$ cat config.mk
export PLATFORM = sky130hd
export DESIGN_NAME = mem_arbiter
export DESIGN_NICKNAME = d
export VERILOG_FILES = /design/src/rtl/mem_arb_pkg.sv /design/src/rtl/rr_select2.sv /design/src/rtl/mem_arbiter.sv
export SDC_FILE = /design/constraint.sdc
export NUM_CORES = 1
export LEC_CHECK = 0
export ABC_AREA = 1
export CORE_UTILIZATION = 43
export DETAILED_ROUTE_END_ITERATION = 12
export PLACE_DENSITY = 0.89
export SYNTH_ARGS = -nofsm -noshare
export SYNTH_HDL_FRONTEND = slang
export SYNTH_SLANG_ARGS = --single-unit
$ cat constraint.sdc
create_clock -name clk -period 1.8 [get_ports clk]
set_input_delay 0.36 -clock clk [delete_from_list [all_inputs] [get_ports clk]]
set_output_delay 0.36 -clock clk [all_outputs]
set_load 0.03 [all_outputs]
$ cat src/rtl/mem_arb_pkg.sv
// Shared types for the two-client memory arbiter: sequencer states,
// client identifiers and the memory operation encoding.
package mem_arb_pkg;

    // Sequencer states; one transaction walks IDLE -> ISSUE -> WAIT.. -> DONE.
    typedef enum logic [1:0] {
        IDLE  = 2'd0,
        ISSUE = 2'd1,
        WAIT  = 2'd2,
        DONE  = 2'd3
    } state_t;

    // Client identifier; a single bit is enough for two clients.
    typedef logic client_t;

    localparam client_t CL_I = 1'b0;   // instruction cache
    localparam client_t CL_D = 1'b1;   // data cache

    // Memory operation latched for the granted client.
    typedef enum logic {
        OP_RD = 1'b0,
        OP_WR = 1'b1
    } op_t;

endpackage

$ cat src/rtl/rr_select2.sv
// Two-way round-robin picker. A lone requester always wins; on a tie the
// client that was not granted last wins. Purely combinational.
module rr_select2
    import mem_arb_pkg::*;
(
    input  logic    i_req,
    input  logic    d_req,
    input  client_t last_grant,
    output client_t grant,
    output logic    any
);

    // Pick the winner from the current requests and the previous grant.
    always_comb begin
        // NOTE: every output gets a default first so no path can infer a latch.
        any   = i_req | d_req;
        grant = CL_I;
        if (i_req && d_req) begin
            grant = (last_grant == CL_I) ? CL_D : CL_I;
        end else if (d_req) begin
            grant = CL_D;
        end
    end

endmodule

$ cat src/rtl/mem_arbiter.sv
// Arbiter/sequencer sharing one word-addressed memory between the
// read-only instruction cache and the read/write data cache. Requests are
// serialised with round-robin fairness; each access is bounded by a wait
// timeout that forces completion and raises a sticky error flag.
module mem_arbiter
    import mem_arb_pkg::*;
#(
    parameter int ADDR_WIDTH = 30,
    parameter int DATA_WIDTH = 32,
    parameter int TIMEOUT    = 255
) (
    input  logic                  clk,
    input  logic                  reset,
    // instruction cache
    input  logic                  i_read,
    input  logic [ADDR_WIDTH-1:0] i_address,
    output logic [DATA_WIDTH-1:0] i_readdata,
    output logic                  i_busywait,
    // data cache
    input  logic                  d_read,
    input  logic                  d_write,
    input  logic [ADDR_WIDTH-1:0] d_address,
    input  logic [DATA_WIDTH-1:0] d_writedata,
    output logic [DATA_WIDTH-1:0] d_readdata,
    output logic                  d_busywait,
    // memory
    output logic                  mem_read,
    output logic                  mem_write,
    output logic [ADDR_WIDTH-1:0] mem_address,
    output logic [DATA_WIDTH-1:0] mem_writedata,
    input  logic [DATA_WIDTH-1:0] mem_readdata,
    input  logic                  mem_busywait,
    // status
    output logic                  timeout_err
);

    localparam int CW = $clog2(TIMEOUT + 1);
    // Value of the wait counter during the last WAIT cycle allowed to stall;
    // a still-busy memory at that edge ends the access by timeout.
    localparam logic [CW-1:0] CNT_LAST = CW'(TIMEOUT - 1);

    state_t                  state;
    state_t                  state_next;
    client_t                 grant_q;
    client_t                 last_grant;
    client_t                 sel_grant;
    logic                    sel_any;
    op_t                     op_q;
    logic [ADDR_WIDTH-1:0]   addr_q;
    logic [DATA_WIDTH-1:0]   wdata_q;
    logic [CW-1:0]           wait_cnt;
    logic                    i_req;
    logic                    d_req;
    logic                    wait_ok;
    logic                    wait_expire;

    assign i_req = i_read;
    assign d_req = d_read | d_write;

    // Memory answered at this edge, or gave up after the full wait budget.
    assign wait_ok     = (state == WAIT) && !mem_busywait;
    assign wait_expire = (state == WAIT) && mem_busywait && (wait_cnt == CNT_LAST);

    rr_select2 u_select (
        .i_req      (i_req),
        .d_req      (d_req),
        .last_grant (last_grant),
        .grant      (sel_grant),
        .any        (sel_any)
    );

    // The latched request drives the memory bus for the whole access.
    assign mem_address   = addr_q;
    assign mem_writedata = wdata_q;

    // State register.
    always_ff @(posedge clk) begin
        // NOTE: reset is sampled on the clock edge, so it lives inside the
        // clocked block and wins over every other transition.
        if (reset) begin
            state <= IDLE;
        end else begin
            // NOTE: state updates use <= so every flop samples pre-edge values.
            state <= state_next;
        end
    end

    // Next-state logic.
    always_comb begin
        state_next = state;
        case (state)
            IDLE:    if (sel_any) state_next = ISSUE;
            ISSUE:   state_next = WAIT;
            WAIT:    if (wait_ok || wait_expire) state_next = DONE;
            DONE:    state_next = IDLE;
            default: state_next = IDLE;
        endcase
    end

    // Outputs: strobes during ISSUE/WAIT, winner released during DONE.
    always_comb begin
        mem_read   = 1'b0;
        mem_write  = 1'b0;
        if (state == ISSUE || state == WAIT) begin
            mem_read  = (op_q == OP_RD);
            mem_write = (op_q == OP_WR);
        end
        i_busywait = i_req && !(state == DONE && grant_q == CL_I);
        d_busywait = d_req && !(state == DONE && grant_q == CL_D);
    end

    // Capture the winner's request when leaving IDLE.
    always_ff @(posedge clk) begin
        if (reset) begin
            grant_q <= CL_I;
            op_q    <= OP_RD;
            addr_q  <= '0;
            wdata_q <= '0;
        end else if (state == IDLE && sel_any) begin
            grant_q <= sel_grant;
            if (sel_grant == CL_D) begin
                // A write wins over a read if the D-cache raises both.
                op_q    <= d_write ? OP_WR : OP_RD;
                addr_q  <= d_address;
                wdata_q <= d_writedata;
            end else begin
                op_q    <= OP_RD;
                addr_q  <= i_address;
                wdata_q <= '0;
            end
        end
    end

    // Wait counter: cleared on issue, counts busy WAIT cycles.
    always_ff @(posedge clk) begin
        if (reset) begin
            wait_cnt <= '0;
        end else if (state == ISSUE) begin
            wait_cnt <= '0;
        end else if (state == WAIT && mem_busywait && !wait_expire) begin
            wait_cnt <= wait_cnt + CW'(1);
        end
    end

    // Read-data registers; each holds until its client's next completed read.
    always_ff @(posedge clk) begin
        if (reset) begin
            i_readdata <= '0;
            d_readdata <= '0;
        end else if (op_q == OP_RD && (wait_ok || wait_expire)) begin
            if (grant_q == CL_I) begin
                i_readdata <= wait_ok ? mem_readdata : '0;
            end else begin
                d_readdata <= wait_ok ? mem_readdata : '0;
            end
        end
    end

    // Sticky timeout flag and round-robin history.
    always_ff @(posedge clk) begin
        if (reset) begin
            timeout_err <= 1'b0;
            last_grant  <= CL_D;
        end else begin
            if (wait_expire) begin
                timeout_err <= 1'b1;
            end
            if (state == DONE) begin
                last_grant <= grant_q;
            end
        end
    end

endmodule
==> results of run 1 <==
repair_timing:
action	4_1_cts	5_1_grt
setup endpoints to repair	60	119
endpoints found under the hold margin	0	0
resized for setup	61	70
power by group:
| part | total, uW | switching [uW] | internal, uW |
|---|---|---|---|
| Sequential | 4070 | 332 | 3740 |
| Combinational | 5250 | 3310 | 1940 |
| Clock | 3140 | 1320 | 1820 |
kinds of logic after synthesis:
logic type / synth area share (%)
AO/OA/AOI/OAI: 11.6
AND/OR/NAND/NOR: 28.8
adder cells (fa/ha/maj): 1.21
XOR/XNOR: 0.282
buffers and inverters: 12.9
flip-flops: 45.2
layout make-up:
cell class	count	area, um2
Fill cell	1096	4220
Inverter	139	526
Timing Repair Buffer	288	3030
Multi-Input combinational cell	584	2650
Tap cell	180	225
Clock inverter	10	68.8
Sequential cell	140	2810
Clock buffer	21	460
cells in the mapped netlist, drive strengths merged:
master | n | share of area [%]
dfxtp | 140 | 45
nand3 | 42 | 3.6
o21ai | 35 | 2.8
xnor2 | 2 | 0.28
inv | 136 | 8.2
nand2 | 249 | 15
clkbuf | 38 | 2.3
ha | 6 | 1.2
buf | 21 | 2.2
a21oi | 109 | 8.8
clkinv | 3 | 0.18
nand4 | 35 | 3.5
nor2 | 106 | 6.5
worst max path at each step:
stage | startpoint | end | slack, ps | depth (start not counted)
3_3_place_gp | d_write | mem_address[1]$_SDFFE_PP0P_ | -100 | 6
3_5_place_dp | d_write | mem_address[8]$_SDFFE_PP0P_ | -210 | 6
6_report | mem_writedata[29]$_SDFFE_PP0P_ | mem_writedata[29] | 30 | 1
5_1_grt | state[0]$_SDFFE_PP0P_ | mem_read | -20 | 5
2_1_floorplan | grant_q$_SDFFE_PP0P_ | i_busywait | 110 | 3
4_1_cts | mem_writedata[30]$_SDFFE_PP0P_ | mem_writedata[30] | 0.9 | 1
sequential cells by signal, summed over array words and instances (netlist names):
signal	cells
state	2
grant_q	1
mem_address	30
last_grant	1
timeout_err	1
wait_cnt	8
mem_writedata	32
i_readdata	32
d_readdata	32
op_q	1
metrics by stage:
| stage | utilization [%] | cell area [um2] | power, uW |
|---|---|---|---|
| 5_1_grt | 69.8 | 9770 | 13100 |
| 3_5_place_dp | 65.1 | 9110 | 9500 |
| 6_report | 69.8 | 9770 | 12500 |
| 4_1_cts | 68.6 | 9590 | 12500 |
| 2_1_floorplan | - | 6200 | 7210 |
| 3_3_place_gp | 65.1 | 9110 | 9390 |
metal layers:
metal	GRT usage (%)	vias to the layer above	share of wire, %
met5	0	-	0
met3	7.26	45	8.0
met2	41.8	265	49
met1	30.0	3025	40
li1	-	3357	-
met4	11.1	0	3.1
==> impl_metrics.py, run 1 <==
metrics = {
    "sta": {
        "hold_slack_ps": 461,
        "setup_tns_ps": 0,
        "fin_skew_ps": 6.70,
        "finalHoldViolations": 0,
        "max_freq_mhz": 564,
        "slew_violations": 0,
        "setup_violations": 0,
        "layout_setup_ws_ps": 27.3,
        "slew_headroom_pct": 74.1,
        "period_share_pct": 98.5,
        "rsz0062_at_grt": "yes",
        "worstMarginPinSlew_ps": 391,
        "post-route-min-period_ps": 1770,
    },
    "setup_path": {
        "worst_ep_arrival_time_ps": 1410,
        "reg2reg_depth": 10,
        "reg2reg_slack_ps": 150,
        "cp_top_family": "buffers and inverters",
        "crit_buf_inv": 1,
        "crit_required_ps": 1440,
        "slowest_delay_ps": 680,
        "cpMaxStageDelayCell": "clkdlybuf4s50_1",
        "cp-start-kind": "register",
        "path_cells": "clkdlybuf4s50_1",
        "r2r-end": "d_readdata[11]$_SDFFE_PP0P_",
        "r2r_start": "state[0]$_SDFFE_PP0P_",
        "critPathMaxFanout": 2,
        "crit_type": "reg -> out",
        "end_kind": "primary output",
    },
    "cts": {
        "cts.path.max_buffers": 2,
        "root_buffer": "clkbuf_16",
        "insertion_delay_ps": 410,
        "clkTransAtPathRegs_ps": 60,
        "numCtsBuffers": 17,
        "ctsHoldBuffers": 0,
        "post_cts_buffers": 0,
        "htree_levels": 4,
        "cts_tree": "built",
        "clock-sinks": 140,
    },
    "power_and_ir_drop": {
        "p_leak_uw": 0.00557,
        "ir_worst_vdd_v": 0.000805,
        "power.density_nw_per_um2": 1280,
    },
    "cells_and_area": {
        "diodes": 0,
        "layout-drive-gt1-share_pct": 7.02,
        "layout.cells.non_filler": 1362,
        "syn_to_final_growth_pct": 57.4,
        "nets": 1306,
        "mostFrequentLayoutCell": "nand2_1",
        "mostFrequentLayoutCells": "nand2_1 (247), dfxtp_1 (138), clkdlybuf4s50_1 (136)",
    },
    "placement": {
        "io_buffers": 260,
        "dp_hpwl_mm": 13.0,
        "preCtsSetupSlack_ps": -212,
        "globalplace.congestion": 0.813,
        "post-place-cells": 1331,
    },
    "global_route": {
        "antenna_found_initial": 0,
        "grt_max_degree": 67,
        "track_usage_pct": 25.1,
        "grt_first_pass_wirelength_mm": 29.6,
        "first_global_vias": 6231,
        "grt-ovfl-total": 0,
    },
    "worst_hold_path": {
        "min_to": "mem_writedata[31]$_SDFFE_PP0P_",
        "min_path_cells": 2,
        "min_from": "mem_writedata[31]$_SDFFE_PP0P_",
        "holdCritPathClass": "reg -> reg",
    },
    "floorplanning": {
        "fp.dieW_um": 122,
        "core_um2": 14000,
        "dieHeight_um": 122,
        "rows": 43,
        "floorplan.initialDensity_pct": 44.4,
        "ios": 261,
        "design.die.area_um2": 14900,
    },
    "detailed_routing": {
        "firstDrtPassIters": 5,
        "drt_iter0_markers": 580,
        "routedWlPerCell_um": 14.0,
        "vias": 6692,
        "viasPerCell": 4.91,
        "drc": 0,
        "routed_wl_mm": 19.0,
        "ant_nets": 0,
    },
    "synthesis": {
        "yosys.cell_types.count": 21,
        "yosys_warnings": 0,
        "synth_seq_cells": 140,
        "synthesis.area_um2": 6200,
        "yosysSeqAreaShare_pct": 45.2,
        "synth_nets": 1058,
        "syn_inst": 922,
        "syn_area_per_cell_um2": 6.73,
    },
    "job": {
        "max-cap-violations": 0,
    },
    "outcome": {
        "status": "finished, final reports clean",
    },
}
Note: power is estimated with default switching activity, not from simulation.
==> inputs of run 2 (changes only) <==
--- a/config.mk
+++ b/config.mk
@@ -7,6 +7,7 @@
 export LEC_CHECK = 0
 export ABC_AREA = 1
 export CORE_UTILIZATION = 43
+export CTS_CLUSTER_DIAMETER = 40
 export DETAILED_ROUTE_END_ITERATION = 12
 export PLACE_DENSITY = 0.89
 export SYNTH_ARGS = -nofsm -noshare
==> results of run 2 <==
Same layout as run 1: the final DEF is identical, and so are final timing and power.
==> inputs of run 3 (changes only) <==
--- a/config.mk
+++ b/config.mk
@@ -10,6 +10,7 @@
 export CTS_CLUSTER_DIAMETER = 40
 export DETAILED_ROUTE_END_ITERATION = 12
 export PLACE_DENSITY = 0.89
+export SKIP_CTS_REPAIR_TIMING = 1
 export SYNTH_ARGS = -nofsm -noshare
 export SYNTH_HDL_FRONTEND = slang
 export SYNTH_SLANG_ARGS = --single-unit
==> run 3 against run 2 <==
Net effect: die area unchanged; maximum frequency down 0.22%; cell count unchanged; via count up 1.7%; count of clock-buffer cells in the layout unchanged; routed wire length up 1.8%; critical path depth unchanged; sequential cell count unchanged; non-clock buffer count unchanged; sequential share of layout area down 0.59 points; register-to-register slack about the same; power up 1.2%; largest cell class unchanged.
==> impl_metrics.py, run 3 (synthesis gave the netlist of run 1 again) <==
metrics = {
    "sta": {
        "hold_slack_ps": 460,
        "fin_skew_ps": 7.83,
        "worstMarginPinSlew_ps": 400,
        "period_share_pct": 98.7,
        "layout_setup_ws_ps": 23.3,
        "post-route-min-period_ps": 1780,
        "max_freq_mhz": 563,
        "setup_violations": 0,
        "slew_headroom_pct": 73.3,
        "finalHoldViolations": 0,
        "rsz0062_at_grt": "yes",
        "slew_violations": 0,
    },
    "detailed_routing": {
        "routed_wl_mm": 19.4,
        "firstDrtPassIters": 5,
        "drt_iter0_markers": 551,
        "drc": 0,
        "viasPerCell": 5.00,
        "ant_nets": 0,
        "routedWlPerCell_um": 14.2,
        "vias": 6808,
    },
    "floorplanning": {
        "design.die.area_um2": 14900,
        "rows": 43,
        "dieHeight_um": 122,
        "ios": 261,
        "floorplan.initialDensity_pct": 44.4,
        "fp.dieW_um": 122,
        "core_um2": 14000,
    },
    "global_route": {
        "track_usage_pct": 25.1,
        "grt-ovfl-total": 0,
        "antenna_found_initial": 0,
        "grt_first_pass_wirelength_mm": 29.6,
        "first_global_vias": 6221,
        "grt_max_degree": 67,
    },
    "setup_path": {
        "crit_buf_inv": 1,
        "path_cells": "clkdlybuf4s50_1",
        "end_kind": "primary output",
        "critPathMaxFanout": 2,
        "worst_ep_arrival_time_ps": 1420,
        "cpMaxStageDelayCell": "clkdlybuf4s50_1",
        "crit_required_ps": 1440,
        "cp-start-kind": "register",
        "crit_type": "reg -> out",
        "slowest_delay_ps": 680,
        "cp_top_family": "buffers and inverters",
    },
    "cts": {
        "cts.path.max_buffers": 2,
        "clkTransAtPathRegs_ps": 60,
        "insertion_delay_ps": 410,
        "htree_levels": 4,
        "cts_tree": "built",
        "numCtsBuffers": 17,
        "root_buffer": "clkbuf_16",
        "clock-sinks": 140,
    },
    "cells_and_area": {
        "nets": 1306,
        "diodes": 0,
        "fillers": 1033,
        "multi_input_area_um2": 2650,
        "utilization_pct": 71.3,
        "regArea_um2": 2810,
        "syn_to_final_growth_pct": 60.7,
        "mostFrequentLayoutCells": "nand2_1 (247), dfxtp_1 (138), clkdlybuf4s50_1 (136)",
        "layout-drive-gt1-share_pct": 6.94,
        "mostFrequentLayoutCell": "nand2_1",
    },
    "placement": {
        "globalplace.congestion": 0.813,
        "dp_hpwl_mm": 13.0,
        "preCtsSetupSlack_ps": -212,
        "io_buffers": 260,
    },
    "power_and_ir_drop": {
        "clockPowerShare_pct": 24.9,
        "fin_total_pwr_uw": 12600,
        "switching_power_uw": 4970,
        "swShare_pct": 39.4,
        "power.density_nw_per_um2": 1260,
        "internal_power_uw": 7630,
        "p_leak_uw": 0.00629,
        "p_seq_share_pct": 32.3,
        "power_frac_comb_pct": 42.8,
        "ir_worst_vdd_v": 0.000795,
    },
    "worst_hold_path": {
        "holdCritPathClass": "reg -> reg",
    },
    "job": {
        "max-cap-violations": 0,
    },
    "outcome": {
        "status": "finished, final reports clean",
    },
}
run 3: changes by cell type in the layout (fill, tap and decap cells not counted):
cell            change
dlygate4sd2_1      -56
dlymetal6s2s_1     +56
clkinvlp_4          -1
clkinv_1            +1
run 3: cell type report:
class | instances | share of cell area, %
inverters | 139 | 5.23
repair buffers | 288 | 32.5
well taps | 180 | 2.26
clock buffers | 21 | 4.62
clock inverters | 10 | 0.690
flip-flops and latches | 140 | 28.1
multi-input cells | 584 | 26.6
run 3: final timing paths:
check	slack [ps]	cells after the start	start	to
setup / recovery	20	1	mem_writedata[29]$_SDFFE_PP0P_	mem_writedata[29]
hold reg to reg	460	2	timeout_err$_SDFFE_PP0P_	timeout_err$_SDFFE_PP0P_
setup reg to reg	150	10	state[0]$_SDFFE_PP0P_	d_readdata[11]$_SDFFE_PP0P_
hold / removal	460	2	timeout_err$_SDFFE_PP0P_	timeout_err$_SDFFE_PP0P_
run 3: power groups by stage:
| stage | registers, uW | logic (uW) | clock network [uW] |
|---|---|---|---|
| floorplan | 5250 | 1960 | 0 |
| global placement | 4120 | 5270 | 0 |
| detailed placement | 4120 | 5380 | 0 |
| CTS | 4080 | 5410 | 3180 |
| global route | 4140 | 5810 | 3310 |
| finish | 4070 | 5390 | 3140 |
run 3: routing by layer:
metal	share of wire, %	wire (um)	global-route usage, %	up-vias
met5	0	0	0	-
met1	39	7600	30.0	3109
met3	8.6	1660	7.26	42
met2	49	9550	41.9	303
li1	-	-	-	3354
met4	2.9	570	10.7	0
run 3: metrics by stage:
stage	area (um2)	setup TNS (ps)	std cells
floorplan	6200	0	922
global placement	9110	-4430	1331
detailed placement	9110	-9110	1331
CTS	9640	-1130	1362
global route	9970	-23.6	1362
finish	9970	0	1362
